--- src/rtl/snitch_icache_refill_writer.sv ---
// -----------------------------------------------------------------------------
// snitch_icache_refill_writer
//
// Miss handler and refill writer for the parallel icache lookup stage. It
// takes one lookup miss at a time, requests the line-aligned address on the
// refill port, and captures the returned line. It then offers the line twice
// in parallel: once to the lookup stage's RAM write port at a chosen victim
// way, and once back to the fetch side as the miss response.
//
// Ports
//   clk_i, rst_i            clock, synchronous active-high reset
//   miss_*                  miss request from lookup (addr, id, valid/ready)
//   refill_q*               refill request (line-aligned address)
//   refill_p*               refill response (line data, bus error)
//   write_*                 RAM write port (index, way, data, tag, error)
//   rsp_*                   miss response to fetch (data, error, id)
//
// Optional feature
//   SNITCH_ICACHE_LFSR_VICTIM_EN  when defined, the victim way comes from the
//                                 low bits of an 8-bit Fibonacci LFSR instead
//                                 of a round-robin counter.
// -----------------------------------------------------------------------------
module snitch_icache_refill_writer #(
   parameter int unsigned FETCH_AW    = 32,
   parameter int unsigned LINE_WIDTH  = 128,
   parameter int unsigned LINE_ALIGN  = 4,
   parameter int unsigned COUNT_ALIGN = 5,
   parameter int unsigned SET_COUNT   = 4,
   parameter int unsigned SET_ALIGN   = 2,
   parameter int unsigned TAG_WIDTH   = FETCH_AW - LINE_ALIGN - COUNT_ALIGN,
   parameter int unsigned ID_WIDTH    = 4
) (
   input  logic                   clk_i,
   input  logic                   rst_i,

   input  logic [FETCH_AW-1:0]    miss_addr_i,
   input  logic [ID_WIDTH-1:0]    miss_id_i,
   input  logic                   miss_valid_i,
   output logic                   miss_ready_o,

   output logic [FETCH_AW-1:0]    refill_qaddr_o,
   output logic                   refill_qvalid_o,
   input  logic                   refill_qready_i,

   input  logic [LINE_WIDTH-1:0]  refill_pdata_i,
   input  logic                   refill_perror_i,
   input  logic                   refill_pvalid_i,
   output logic                   refill_pready_o,

   output logic [COUNT_ALIGN-1:0] write_addr_o,
   output logic [SET_ALIGN-1:0]   write_set_o,
   output logic [LINE_WIDTH-1:0]  write_data_o,
   output logic [TAG_WIDTH-1:0]   write_tag_o,
   output logic                   write_error_o,
   output logic                   write_valid_o,
   input  logic                   write_ready_i,

   output logic [LINE_WIDTH-1:0]  rsp_data_o,
   output logic                   rsp_error_o,
   output logic [ID_WIDTH-1:0]    rsp_id_o,
   output logic                   rsp_valid_o,
   input  logic                   rsp_ready_i
);

   typedef enum logic [1:0] {
      S_IDLE,
      S_REQ,
      S_WAIT,
      S_WRITE
   } state_e;

   // Clears the byte-within-line bits while still consuming every address bit.
   localparam logic [FETCH_AW-1:0] LINE_MASK =
      ~((FETCH_AW'(1) << LINE_ALIGN) - FETCH_AW'(1));

   state_e                  state_q, state_d;
   logic [FETCH_AW-1:0]     addr_q, addr_d;
   logic [ID_WIDTH-1:0]     id_q, id_d;
   logic [LINE_WIDTH-1:0]   data_q, data_d;
   logic                    error_q, error_d;
   logic [SET_ALIGN-1:0]    set_q, set_d;
   logic                    wr_done_q, wr_done_d;
   logic                    rsp_done_q, rsp_done_d;

   logic                    wr_fire;
   logic                    rsp_fire;
   logic [SET_ALIGN-1:0]    victim;

   // ---------------------------------------------------------------------------
   // Victim selection. Advances only on the RAM write handshake; the way used
   // for the current line is latched separately into set_q.
   // ---------------------------------------------------------------------------
`ifdef SNITCH_ICACHE_LFSR_VICTIM_EN
   logic [7:0] lfsr_q, lfsr_d;

   assign victim = lfsr_q[SET_ALIGN-1:0];

   always_comb begin
      lfsr_d = lfsr_q;
      if (wr_fire) begin
         lfsr_d = {lfsr_q[6:0], lfsr_q[7] ^ lfsr_q[5] ^ lfsr_q[4] ^ lfsr_q[3]};
      end
   end

   always_ff @(posedge clk_i) begin
      if (rst_i) begin
         lfsr_q <= 8'h01;
      end else begin
         lfsr_q <= lfsr_d;
      end
   end
`else
   logic [SET_ALIGN-1:0] cnt_q, cnt_d;

   assign victim = cnt_q;

   // Natural wrap of the SET_ALIGN-bit counter gives SET_COUNT-1 -> 0.
   always_comb begin
      cnt_d = cnt_q;
      if (wr_fire) begin
         cnt_d = cnt_q + SET_ALIGN'(1);
      end
   end

   always_ff @(posedge clk_i) begin
      if (rst_i) begin
         cnt_q <= '0;
      end else begin
         cnt_q <= cnt_d;
      end
   end
`endif

   // ---------------------------------------------------------------------------
   // Outputs: all decoded from registered state, so no input reaches an output
   // combinationally.
   // ---------------------------------------------------------------------------
   assign miss_ready_o    = (state_q == S_IDLE);
   assign refill_qvalid_o = (state_q == S_REQ);
   assign refill_qaddr_o  = addr_q & LINE_MASK;
   assign refill_pready_o = (state_q == S_WAIT);

   assign write_valid_o   = (state_q == S_WRITE) && !wr_done_q;
   assign write_addr_o    = addr_q[LINE_ALIGN +: COUNT_ALIGN];
   assign write_tag_o     = addr_q[FETCH_AW-1 : LINE_ALIGN+COUNT_ALIGN];
   assign write_set_o     = set_q;
   assign write_data_o    = data_q;
   // An erroring line is still written so later lookups see the error too.
   assign write_error_o   = error_q;

   assign rsp_valid_o     = (state_q == S_WRITE) && !rsp_done_q;
   assign rsp_data_o      = data_q;
   assign rsp_error_o     = error_q;
   assign rsp_id_o        = id_q;

   assign wr_fire  = write_valid_o && write_ready_i;
   assign rsp_fire = rsp_valid_o && rsp_ready_i;

   // ---------------------------------------------------------------------------
   // Next-state logic
   // ---------------------------------------------------------------------------
   always_comb begin
      // NOTE: every variable gets a default first so no path leaves it
      // unassigned; otherwise synthesis would infer a latch.
      state_d    = state_q;
      addr_d     = addr_q;
      id_d       = id_q;
      data_d     = data_q;
      error_d    = error_q;
      set_d      = set_q;
      wr_done_d  = wr_done_q;
      rsp_done_d = rsp_done_q;

      unique case (state_q)
         S_IDLE: begin
            if (miss_valid_i) begin
               addr_d  = miss_addr_i;
               id_d    = miss_id_i;
               state_d = S_REQ;
            end
         end
         S_REQ: begin
            if (refill_qready_i) begin
               state_d = S_WAIT;
            end
         end
         S_WAIT: begin
            if (refill_pvalid_i) begin
               data_d     = refill_pdata_i;
               error_d    = refill_perror_i;
               set_d      = victim;
               wr_done_d  = 1'b0;
               rsp_done_d = 1'b0;
               state_d    = S_WRITE;
            end
         end
         S_WRITE: begin
            // Each channel completes on its own; leave once both have, which
            // also covers both handshaking in the same cycle.
            if (wr_fire) begin
               wr_done_d = 1'b1;
            end
            if (rsp_fire) begin
               rsp_done_d = 1'b1;
            end
            if (wr_done_d && rsp_done_d) begin
               wr_done_d  = 1'b0;
               rsp_done_d = 1'b0;
               state_d    = S_IDLE;
            end
         end
         default: begin
            state_d = S_IDLE;
         end
      endcase
   end

   // ---------------------------------------------------------------------------
   // State registers
   // ---------------------------------------------------------------------------
   always_ff @(posedge clk_i) begin
      // NOTE: sequential state uses non-blocking assignments so every register
      // samples the pre-edge values regardless of statement order.
      if (rst_i) begin
         state_q    <= S_IDLE;
         // NOTE: payload registers are reset as well, so outputs read as zero
         // after reset instead of carrying stale line data.
         addr_q     <= '0;
         id_q       <= '0;
         data_q     <= '0;
         error_q    <= 1'b0;
         set_q      <= '0;
         wr_done_q  <= 1'b0;
         rsp_done_q <= 1'b0;
      end else begin
         state_q    <= state_d;
         addr_q     <= addr_d;
         id_q       <= id_d;
         data_q     <= data_d;
         error_q    <= error_d;
         set_q      <= set_d;
         wr_done_q  <= wr_done_d;
         rsp_done_q <= rsp_done_d;
      end
   end

endmodule
--- config.mk ---
export PLATFORM = sky130hd
export DESIGN_NAME = snitch_icache_refill_writer
export DESIGN_NICKNAME = d
export VERILOG_FILES = /design/src/rtl/snitch_icache_refill_writer.sv
export SDC_FILE = /design/constraint.sdc
export NUM_CORES = 1
export LEC_CHECK = 0
export ABC_CLOCK_PERIOD_IN_PS = 2100
export BUFFER_PORTS_ARGS = -buffer_cell sky130_fd_sc_hd__buf_2
export CAP_MARGIN = 20
export CORE_AREA = 8 8 190 192
export CTS_CLUSTER_SIZE = 28
export DETAILED_ROUTE_END_ITERATION = 12
export DIE_AREA = 0 0 198 200
export MAX_ROUTING_LAYER = met4
export PLACE_DENSITY_LB_ADDON = 0.12
export SYNTH_ARGS = -nofsm -noshare
export SYNTH_HDL_FRONTEND = slang
export SYNTH_SLANG_ARGS = --single-unit
--- constraint.sdc ---
create_clock -name clk_i -period 2.1 [get_ports clk_i]
set_clock_uncertainty 0.1 [all_clocks]
set_input_delay 0.21 -clock clk_i [delete_from_list [all_inputs] [get_ports clk_i]]
set_output_delay 0.21 -clock clk_i [all_outputs]
set_load 0.01 [all_outputs]
==> results of run 1 <==
## logic make-up (layout without fill, tap and decap cells)
kind of cell	Yosys count	in the layout
other cells	1	4
compound gates	170	170
flops	169	169
buf+inv	220	716
mux	3	3
xor+xnor	2	2
fa+ha+maj	4	4
simple gates	348	348
## layer usage
metal,vias up,share of wire [%],wire (um),GRT usage (%)
met4,0,1.1,320,4.09
met5,-,0,0,-
met1,3298,42,12500,16.6
met3,20,7.0,2050,3.87
li1,3714,-,-,-
met2,295,49,14600,24.5
## critical path, cell delays in order, from the launching register on
cell and delay (ns):
dfxtp_1 0.38, inv_1 0.08, ha_1 0.23, and2_1 0.20, buf_12 0.17, nand2_1 0.08, a21oi_1 0.05, dlygate4sd3_1 0.56
## flip-flops by register name, summed over array words and instances, names as in the netlist
register	flops
rsp_done_q	1
write_set_o	2
state_q	2
rsp_id_o	4
addr_q	28
rsp_data_o	128
wr_done_q	1
cnt_q	2
rsp_error_o	1
## synthesized netlist by cell type (3+ instances only)
library cell    n  share of area (%)
buf_4         165                 17
nand2_1       328                 17
a21oi_1       163                 11
nand2b_1        6               0.52
nor2_1          3               0.16
clkbuf_1       30                1.6
dfxtp_1       169                 47
buf_2          19                1.3
nor2b_1         5               0.43
mux2i_1         3               0.42
ha_1            4               0.70
inv_1           4               0.21
## power by group through the flow
| stage | Combinational [W] | Clock [W] | Sequential (W) |
|---|---|---|---|
| 5_1_grt | 0.00352 | 0.00343 | 0.00401 |
| 4_1_cts | 0.00322 | 0.00331 | 0.00395 |
| 3_5_place_dp | 0.00292 | 0 | 0.00402 |
| 6_report | 0.00319 | 0.00318 | 0.00394 |
| 3_3_place_gp | 0.00292 | 0 | 0.00400 |
| 2_1_floorplan | 0.00180 | 0 | 0.00412 |
## worst paths after layout
kind                       startpoint                  endpoint  cells after the start
max reg2reg   state_q[1]$_SDFFE_PP0P_   addr_q[29]$_SDFFE_PP0P_                      7
max           state_q[1]$_SDFFE_PP0P_   addr_q[29]$_SDFFE_PP0P_                      7
min                   refill_qready_i   state_q[0]$_SDFFE_PP0P_                      4
min reg2reg  rsp_id_o[0]$_SDFFE_PP0P_  rsp_id_o[0]$_SDFFE_PP0P_                      2
## metrics by stage
step           area, sq um  total power (W)  hold WS, ns  worst slack [ns]  instances
3_5_place_dp          9030          0.00693        0.347             0.319       1661
6_report             11400           0.0103        0.207             0.130       1864
5_1_grt              11400           0.0110        0.204            0.0227       1864
2_1_floorplan         7210          0.00592        0.246             0.466        920
4_1_cts              11300           0.0105        0.184            0.0331       1864
3_3_place_gp          9030          0.00693        0.343             0.334       1661
## final cells by class
cell class / instances / area share [%]
timing repair buffer: 681 / 39.2
sequential: 169 / 29.8
multi-input combinational: 531 / 20.8
tap: 448 / 4.94
clock buffer: 21 / 4.05
clock inverter: 10 / 1.04
inverter: 4 / 0.132
## timing repair
action	4_1_cts	5_1_grt
gates resized for setup	0	8
endpoints found under the setup margin	0	9
endpoints found under the hold margin	165	0
hold buffers	172	0
## layout by cell type, fill, tap and decap left out, types with 2 or more instances in the layout
| cell type | count |
|---|---|
| nor2b_1 | 5 |
| clkinv_4 | 2 |
| dfxtp_1 | 168 |
| nand3_1 | 2 |
| dlygate4sd3_1 | 172 |
| buf_12 | 11 |
| o32ai_1 | 2 |
| buf_4 | 6 |
| a21oi_1 | 163 |
| bufinv_16 | 2 |
| clkbuf_1 | 2 |
| mux2i_1 | 3 |
| nor2_1 | 3 |
| ha_1 | 3 |
| a31oi_1 | 2 |
| conb_1 | 4 |
| inv_6 | 2 |
| nand2b_1 | 6 |
| nand2_1 | 327 |
| buf_2 | 491 |
| clkbuf_8 | 2 |
| clkbuf_16 | 17 |
| inv_1 | 4 |
| clkinv_2 | 3 |
| xor2_1 | 2 |
==> metrics.md, run 1 <==
| Metric | Value |
|---|---|
| Run status | `completed` |
| Path category of the worst min-delay check | `in2reg` |
| Top achievable clock speed | `508 MHz` |
| Multi-input combinational cell area | `2360 sq um` |
| Post-CTS repair timing setup buffer count | `0` |
| Critical Path AT | `2.19 ns` |
| Net Sw Power | `0.00348 W` |
| Area added between synthesis and finish | `57.8%` |
| Share of the core filled with cells | `34.3%` |
| Average cell area after synthesis | `7.85 sq um` |
| Filler Cell Count | `3597` |
| Post-DP HPWL | `21700 um` |
| Switching Share | `33.7%` |
| Max-slew violations | `0` |
| Number of antenna repair diodes | `0` |
| Number of global-route vias before repair | `7444` |
| Prevailing post-synth register cell | `dfxtp_1` |
| Overflow left after global routing | `0` |
| X dimension of the die | `198 um` |
| CTS sink count | `169` |
| Area enclosed by the die boundary | `39600 sq um` |
| Proportion of synthesized flip-flops having asynchronous set or reset | `0%` |
| Setup TNS | `0 ns` |
| Clock period minus final worst setup slack | `1.97 ns` |
| Chip height | `200 um` |
| Final Cycle Share | `93.8%` |
| Number of max-capacitance violations reported | `0` |
| Unique masters post-synth | `25` |
| Detailed-route DRC error count | `0` |
| Maximum vdd drop | `522 uV` |
| Number of standard cells after synthesis | `917` |
| Row cnt | `67` |
| Largest family of logic cells by synthesized area | `buffers and inverters` |
| Core ar. | `33100 sq um` |
| Combined area of all synthesized cells | `7200 sq um` |
| Number of buffer cells added on primary ports | `492` |
| Number of antenna violations at the first check in global routing | `0` |
| Power density over cell area | `907 nW/um^2` |
| Sequential power share | `38.2%` |
| Fraction of layout cells with a size suffix above 1 | `38.3%` |
| CTS H-Tree Depth | `4` |
| Part of the total power dissipated in combinational logic | `30.9%` |
| Worst endpoint required time | `2.32 ns` |
| Compound-gate portion of the synthesized area | `12.3%` |
| Count of endpoints failing hold in the final timing report | `0` |
| Via count | `7327` |
| Num CTS Buffers | `17` |
| Xor and xnor fraction of the mapped netlist area | `0.243%` |
| Total global-route track usage | `14.4%` |
| Number of DRC markers in iteration 0 | `235` |
| Register clock-pin slew on the reported worst setup and hold paths | `0.07 ns` |
| Wire length reported by the detailed router | `29400 um` |
| Largest net degree at the start of global routing | `79` |
| Simple-gate portion of the synthesized area | `18.8%` |
| Number of synthesized register bits | `169` |
| Worst-case register-to-register setup slack | `0.13 ns` |
| Post-synthesis sequential area ratio | `47.0%` |
| Critical path peak fanout | `32` |
| Detail Route Antenna Nets | `0` |
| Clk_lat worst skew | `0.43 ns` |
| Count of flip-flops with a built-in enable after synthesis | `0` |
| Startpoint class of the critical path | `flip-flop` |
| Setup violation total in the final timing report | `0` |
| Average detailed-routed wire length per instance | `15.8 um` |
| Capturing element type of the critical path | `flip-flop` |
| Unrepaired setup endpoints after global routing | `false` |
| # nets final | `1580` |
| Critical path class | `reg2reg` |
| Effective utilization at floorplan | `21.7%` |
| Adder and majority gate portion of the synthesized area | `0.695%` |
| Detailed-router iteration count before antenna repair | `4` |
| Clk pwr share | `30.8%` |
| Count of yosys warnings during synthesis | `0` |
| Clock buffer depth | `2` |
| Global-route wire length before repair | `43500 um` |
| Ports | `501` |
| Storage element area | `3380 sq um` |
| Leakage | `5.51 nW` |
| Post-detailed-route via-to-cell ratio | `3.93` |
| Clock root buffer | `clkbuf_16` |
| Multiplexer area fraction after synthesis | `0.417%` |
| Global placer's final weighted congestion | `0.793` |
| Internal power component | `0.00683 W` |
| TritonCTS clock tree | `done` |
Note: power is estimated with default switching activity, not from simulation.
==> run 2, diff against run 1 <==
--- a/config.mk
+++ b/config.mk
@@ -5,11 +5,11 @@
 export SDC_FILE = /design/constraint.sdc
 export NUM_CORES = 1
 export LEC_CHECK = 0
-export ABC_CLOCK_PERIOD_IN_PS = 2100
+export ABC_AREA = 1
 export BUFFER_PORTS_ARGS = -buffer_cell sky130_fd_sc_hd__buf_2
 export CAP_MARGIN = 20
 export CORE_AREA = 8 8 190 192
-export CTS_CLUSTER_SIZE = 28
+export CTS_CLUSTER_SIZE = 40
 export DETAILED_ROUTE_END_ITERATION = 12
 export DIE_AREA = 0 0 198 200
 export MAX_ROUTING_LAYER = met4
==> run 2 against run 1 <==
Combinational power is 32% higher. Worst setup slack better by 0.043 ns. Synthesized cell count is 0.65% higher. Final area is 2.0% lower. Total power is 16% higher. Critical endpoint is now write_valid_o. Flip-flop and latch count stayed put.
==> metrics.md, run 2 <==
| Metric | Value |
|---|---|
| Cell taking the most area after synthesis | `dfxtp_1 (unchanged)` |
| Net Sw Power | `0.00443 W (was 0.00348 W)` |
| Global-route wire length before repair | `42300 um (was 43500 um)` |
| Register clock-pin slew on the reported worst setup and hold paths | `0.07 ns (about the same)` |
| Clock root buffer | `clkbuf_16 (unchanged)` |
| Maximum vdd drop | `542 uV (was 522 uV)` |
| Proportion of synthesized flip-flops having asynchronous set or reset | `0% (unchanged)` |
| Top-count cell post-synth | `nor2_1 (was nand2_1)` |
| Routed length on met2 | `14400 um (was 14600 um)` |
| Final Power | `0.0120 W (was 0.0103 W)` |
| Area share of the largest cell type after synthesis | `47.0% (about the same)` |
| Unique masters post-synth | `23 (was 25)` |
| Switching Share | `37.1% (was 33.7%)` |
| Number of DRC markers in iteration 0 | `214 (was 235)` |
| Unrepaired setup endpoints after global routing | `false (unchanged)` |
| Path category of the worst min-delay check | `in2reg (unchanged)` |
| Most area-consuming cells after synthesis | `dfxtp_1 (47%), nor2_1 (17%), buf_4 (17%), o21ai_0 (9.7%), o21ai_1 (1.8%) (was dfxtp_1 (47%), buf_4 (17%), nand2_1 (17%), a21oi_1 (11%), clkbuf_1 (1.6%))` |
| Start point of the critical path | `state_q[1]$_SDFFE_PP0P_ (unchanged)` |
| Average cell area after synthesis | `7.81 sq um (was 7.85 sq um)` |
| Critical Path AT | `1.62 ns (was 2.19 ns)` |
| Count of flip-flops with a built-in enable after synthesis | `0 (unchanged)` |
| Area enclosed by the die boundary | `39600 sq um (unchanged)` |
| Count of endpoints failing hold in the final timing report | `0 (unchanged)` |
| Critical path's top delay family | `flip-flops (was buffers and inverters)` |
| Post-detailed-route via-to-cell ratio | `3.91 (was 3.93)` |
| Total global-route track usage | `14.2% (was 14.4%)` |
| Clock buffer depth | `2 (unchanged)` |
| Top achievable clock speed | `519 MHz (was 508 MHz)` |
| Peak per-stage delay on the critical path | `0.40 ns (was 0.56 ns)` |
| Met3 routed wirelength | `1910 um (was 2050 um)` |
| Wire length reported by the detailed router | `29200 um (was 29400 um)` |
| TritonCTS clock tree | `done (unchanged)` |
| Average detailed-routed wire length per instance | `15.7 um (was 15.8 um)` |
| Run status | `completed (unchanged)` |
| Post-DP HPWL | `21500 um (was 21700 um)` |
| Number of synthesized register bits | `169 (unchanged)` |
| CTS H-Tree Depth | `4 (unchanged)` |
| Largest net degree at the start of global routing | `76 (was 79)` |
| X dimension of the die | `198 um (unchanged)` |
| Capturing instance or port of the critical path | `write_valid_o (was addr_q[29]$_SDFFE_PP0P_)` |
| Critical path peak fanout | `5 (was 32)` |
| Commonest non-fill, non-tap cells in the layout | `buf_2 (492), nor2_1 (329), dfxtp_1 (168) (was buf_2 (491), nand2_1 (327), dlygate4sd3_1 (172))` |
| Capturing element type of the critical path | `output port (was flip-flop)` |
| Final Cycle Share | `91.8% (was 93.8%)` |
| R2r endpoint | `wr_done_q$_SDFFE_PP0P_ (was addr_q[29]$_SDFFE_PP0P_)` |
| Num CTS Buffers | `17 (unchanged)` |
| Number of antenna violations at the first check in global routing | `3 (was 0)` |
| Final instance area | `11100 sq um (was 11400 sq um)` |
| Number of flip-flops in the largest register | `128 (unchanged)` |
| Most common cell after layout, fill and taps aside | `buf_2 (unchanged)` |
| Critical path class | `reg2out (was reg2reg)` |
| Detailed-route DRC error count | `0 (unchanged)` |
| Clock period minus final worst setup slack | `1.93 ns (was 1.97 ns)` |
| CTS sink count | `169 (unchanged)` |
| Number of standard cells after synthesis | `923 (was 917)` |
| Row cnt | `67 (unchanged)` |
| Startpoint class of the critical path | `flip-flop (unchanged)` |
| Worst hold-check slack | `0.0341 ns (was 0.207 ns)` |
| Internal power component | `0.00752 W (was 0.00683 W)` |
| Count of yosys warnings during synthesis | `0 (unchanged)` |
| Detail Route Antenna Nets | `0 (unchanged)` |
| Setup violation total in the final timing report | `0 (unchanged)` |
| Met1 layer wirelength in the final routing | `12500 um (about the same)` |
| Worst R2R Start | `state_q[1]$_SDFFE_PP0P_ (unchanged)` |
| Worst-case register-to-register setup slack | `0.19 ns (was 0.13 ns)` |
| Combined area of all synthesized cells | `7200 sq um (about the same)` |
| Clk_lat worst skew | `0.43 ns (about the same)` |
| Overflow left after global routing | `0 (unchanged)` |
| Global placer's final weighted congestion | `0.768 (was 0.793)` |
| Core ar. | `33100 sq um (unchanged)` |
| Detailed-router iteration count before antenna repair | `4 (unchanged)` |
| Worst endpoint required time | `1.79 ns (was 2.32 ns)` |
| Ports | `501 (unchanged)` |
| Highest routing layer actually used | `met4 (unchanged)` |
| Fraction of layout cells with a size suffix above 1 | `38.5% (was 38.3%)` |
| Instance count on the critical path | `4 (was 7)` |
| Placed cell areas | `8910 sq um (was 9030 sq um)` |
| Chip height | `200 um (unchanged)` |
| Post-synthesis sequential area ratio | `47.0% (about the same)` |
| Via count | `7282 (was 7327)` |
| # nets final | `1576 (was 1580)` |
| Area added between synthesis and finish | `54.5% (was 57.8%)` |
| Critical path, cell by cell | `ha_1, inv_1, nor2_2, buf_2 (was inv_1, ha_1, and2_1, buf_12, nand2_1, a21oi_1, dlygate4sd3_1)` |
| Prevailing post-synth register cell | `dfxtp_1 (unchanged)` |
| Part of the total power dissipated in combinational logic | `35.3% (was 30.9%)` |
| Power density over cell area | `1070 nW/um^2 (was 907 nW/um^2)` |
| Max-slew violations | `0 (unchanged)` |
| Worst r2r path cells | `7 (unchanged)` |
| Number of max-capacitance violations reported | `0 (unchanged)` |
| Effective utilization at floorplan | `21.8% (was 21.7%)` |
| Sum of buffers and inverters on the critical path | `2 (was 3)` |
| Sequential power share | `37.9% (was 38.2%)` |
| Setup TNS | `0 ns (unchanged)` |
| Post-route worst setup slack | `0.172 ns (was 0.130 ns)` |
| Post-CTS repair timing setup buffer count | `0 (unchanged)` |
| Post-Place Setup Slack | `0.371 ns (was 0.319 ns)` |
| Worst-path cell with the longest stage delay | `dfxtp_1 (was dlygate4sd3_1)` |
| Leakage | `5.61 nW (was 5.51 nW)` |
| Number of global-route vias before repair | `7311 (was 7444)` |
| Clk pwr share | `26.9% (was 30.8%)` |
| Number of buffer cells added on primary ports | `492 (unchanged)` |
| Top cells by count, synth | `nor2_1 (329), dfxtp_1 (169), buf_4 (162), o21ai_0 (139), o21ai_1 (26) (was nand2_1 (328), dfxtp_1 (169), buf_4 (165), a21oi_1 (163), clkbuf_1 (30))` |
run 2: cell types whose count changed in the layout (fill, tap and decap cells not counted), moves of 3 or more:
cell	change
clkinvlp_4	+5
o21ai_1	+26
nor2_1	+326
nor2b_1	-5
diode_2	+3
buf_12	-5
dlygate4sd3_1	-9
inv_1	+7
nand2b_1	-6
a21oi_1	-155
o21ai_0	+139
nand2_1	-315
mux2i_1	-3
run 2: worst min path at each step:
stage | to | startpoint | slack [ns] | cells after the start
2_1_floorplan | rsp_done_q$_SDFFE_PP0P_ | rst_i | 0.18 | 1
3_3_place_gp | rsp_data_o[124]$_SDFFE_PP0P_ | refill_pdata_i[124] | 0.34 | 3
3_5_place_dp | wr_done_q$_SDFFE_PP0P_ | rst_i | 0.34 | 2
4_1_cts | addr_q[18]$_SDFFE_PP0P_ | miss_addr_i[18] | 0.02 | 3
5_1_grt | addr_q[18]$_SDFFE_PP0P_ | miss_addr_i[18] | 0.03 | 3
6_report | addr_q[18]$_SDFFE_PP0P_ | miss_addr_i[18] | 0.03 | 3
run 2: per-layer routing:
layer | vias to the layer above | GRT usage (%)
met5 | - | -
met4 | 0 | 4.26
met3 | 17 | 3.86
met2 | 288 | 24.1
met1 | 3260 | 16.2
li1 | 3717 | -
run 2: tightest hold or removal path: cells and delay by family:
kind	cells	cell delay (ns)
buffers and inverters	1	0.08
AOI/OAI and AO/OA	1	0.14
and+or+nand+nor	1	0.10
run 2: what timing repair did:
item	4_1_cts	5_1_grt
hold buffers	163	0
endpoints found under the setup margin	0	1
hold endpoints to repair	163	0
gates resized for setup	0	2
run 2: layout make-up:
cell class | count | area [sq um]
multi-input combinational | 531 | 2280
timing repair buffer | 668 | 4270
fill | 3587 | 22000
tap | 448 | 561
inverter | 13 | 53.8
antenna | 3 | 7.51
clock inverter | 13 | 145
sequential | 169 | 3380
clock buffer | 18 | 439
run 2: kinds of logic after synthesis:
family	synth area share (%)
other cells	0.0521
buf+inv	21.7
fa+ha+maj	0.695
simple gates	18.3
compound gates	12.2
flops	47.0
run 2: metrics by stage:
stage / util [%] / instances
floorplan: - / 926
global placement: 26.9 / 1666
detailed placement: 26.9 / 1666
CTS: 33.6 / 1860
global route: 33.6 / 1863
finish: 33.6 / 1863
run 2: power by group through the flow:
stage,Combinational [W],Sequential [W],Clock [W]
after global placement,0.00407,0.00459,0
final,0.00422,0.00453,0.00321
after detailed placement,0.00405,0.00461,0
after CTS,0.00431,0.00455,0.00336
after floorplan,0.00263,0.00479,0
after global routing,0.00469,0.00464,0.00349
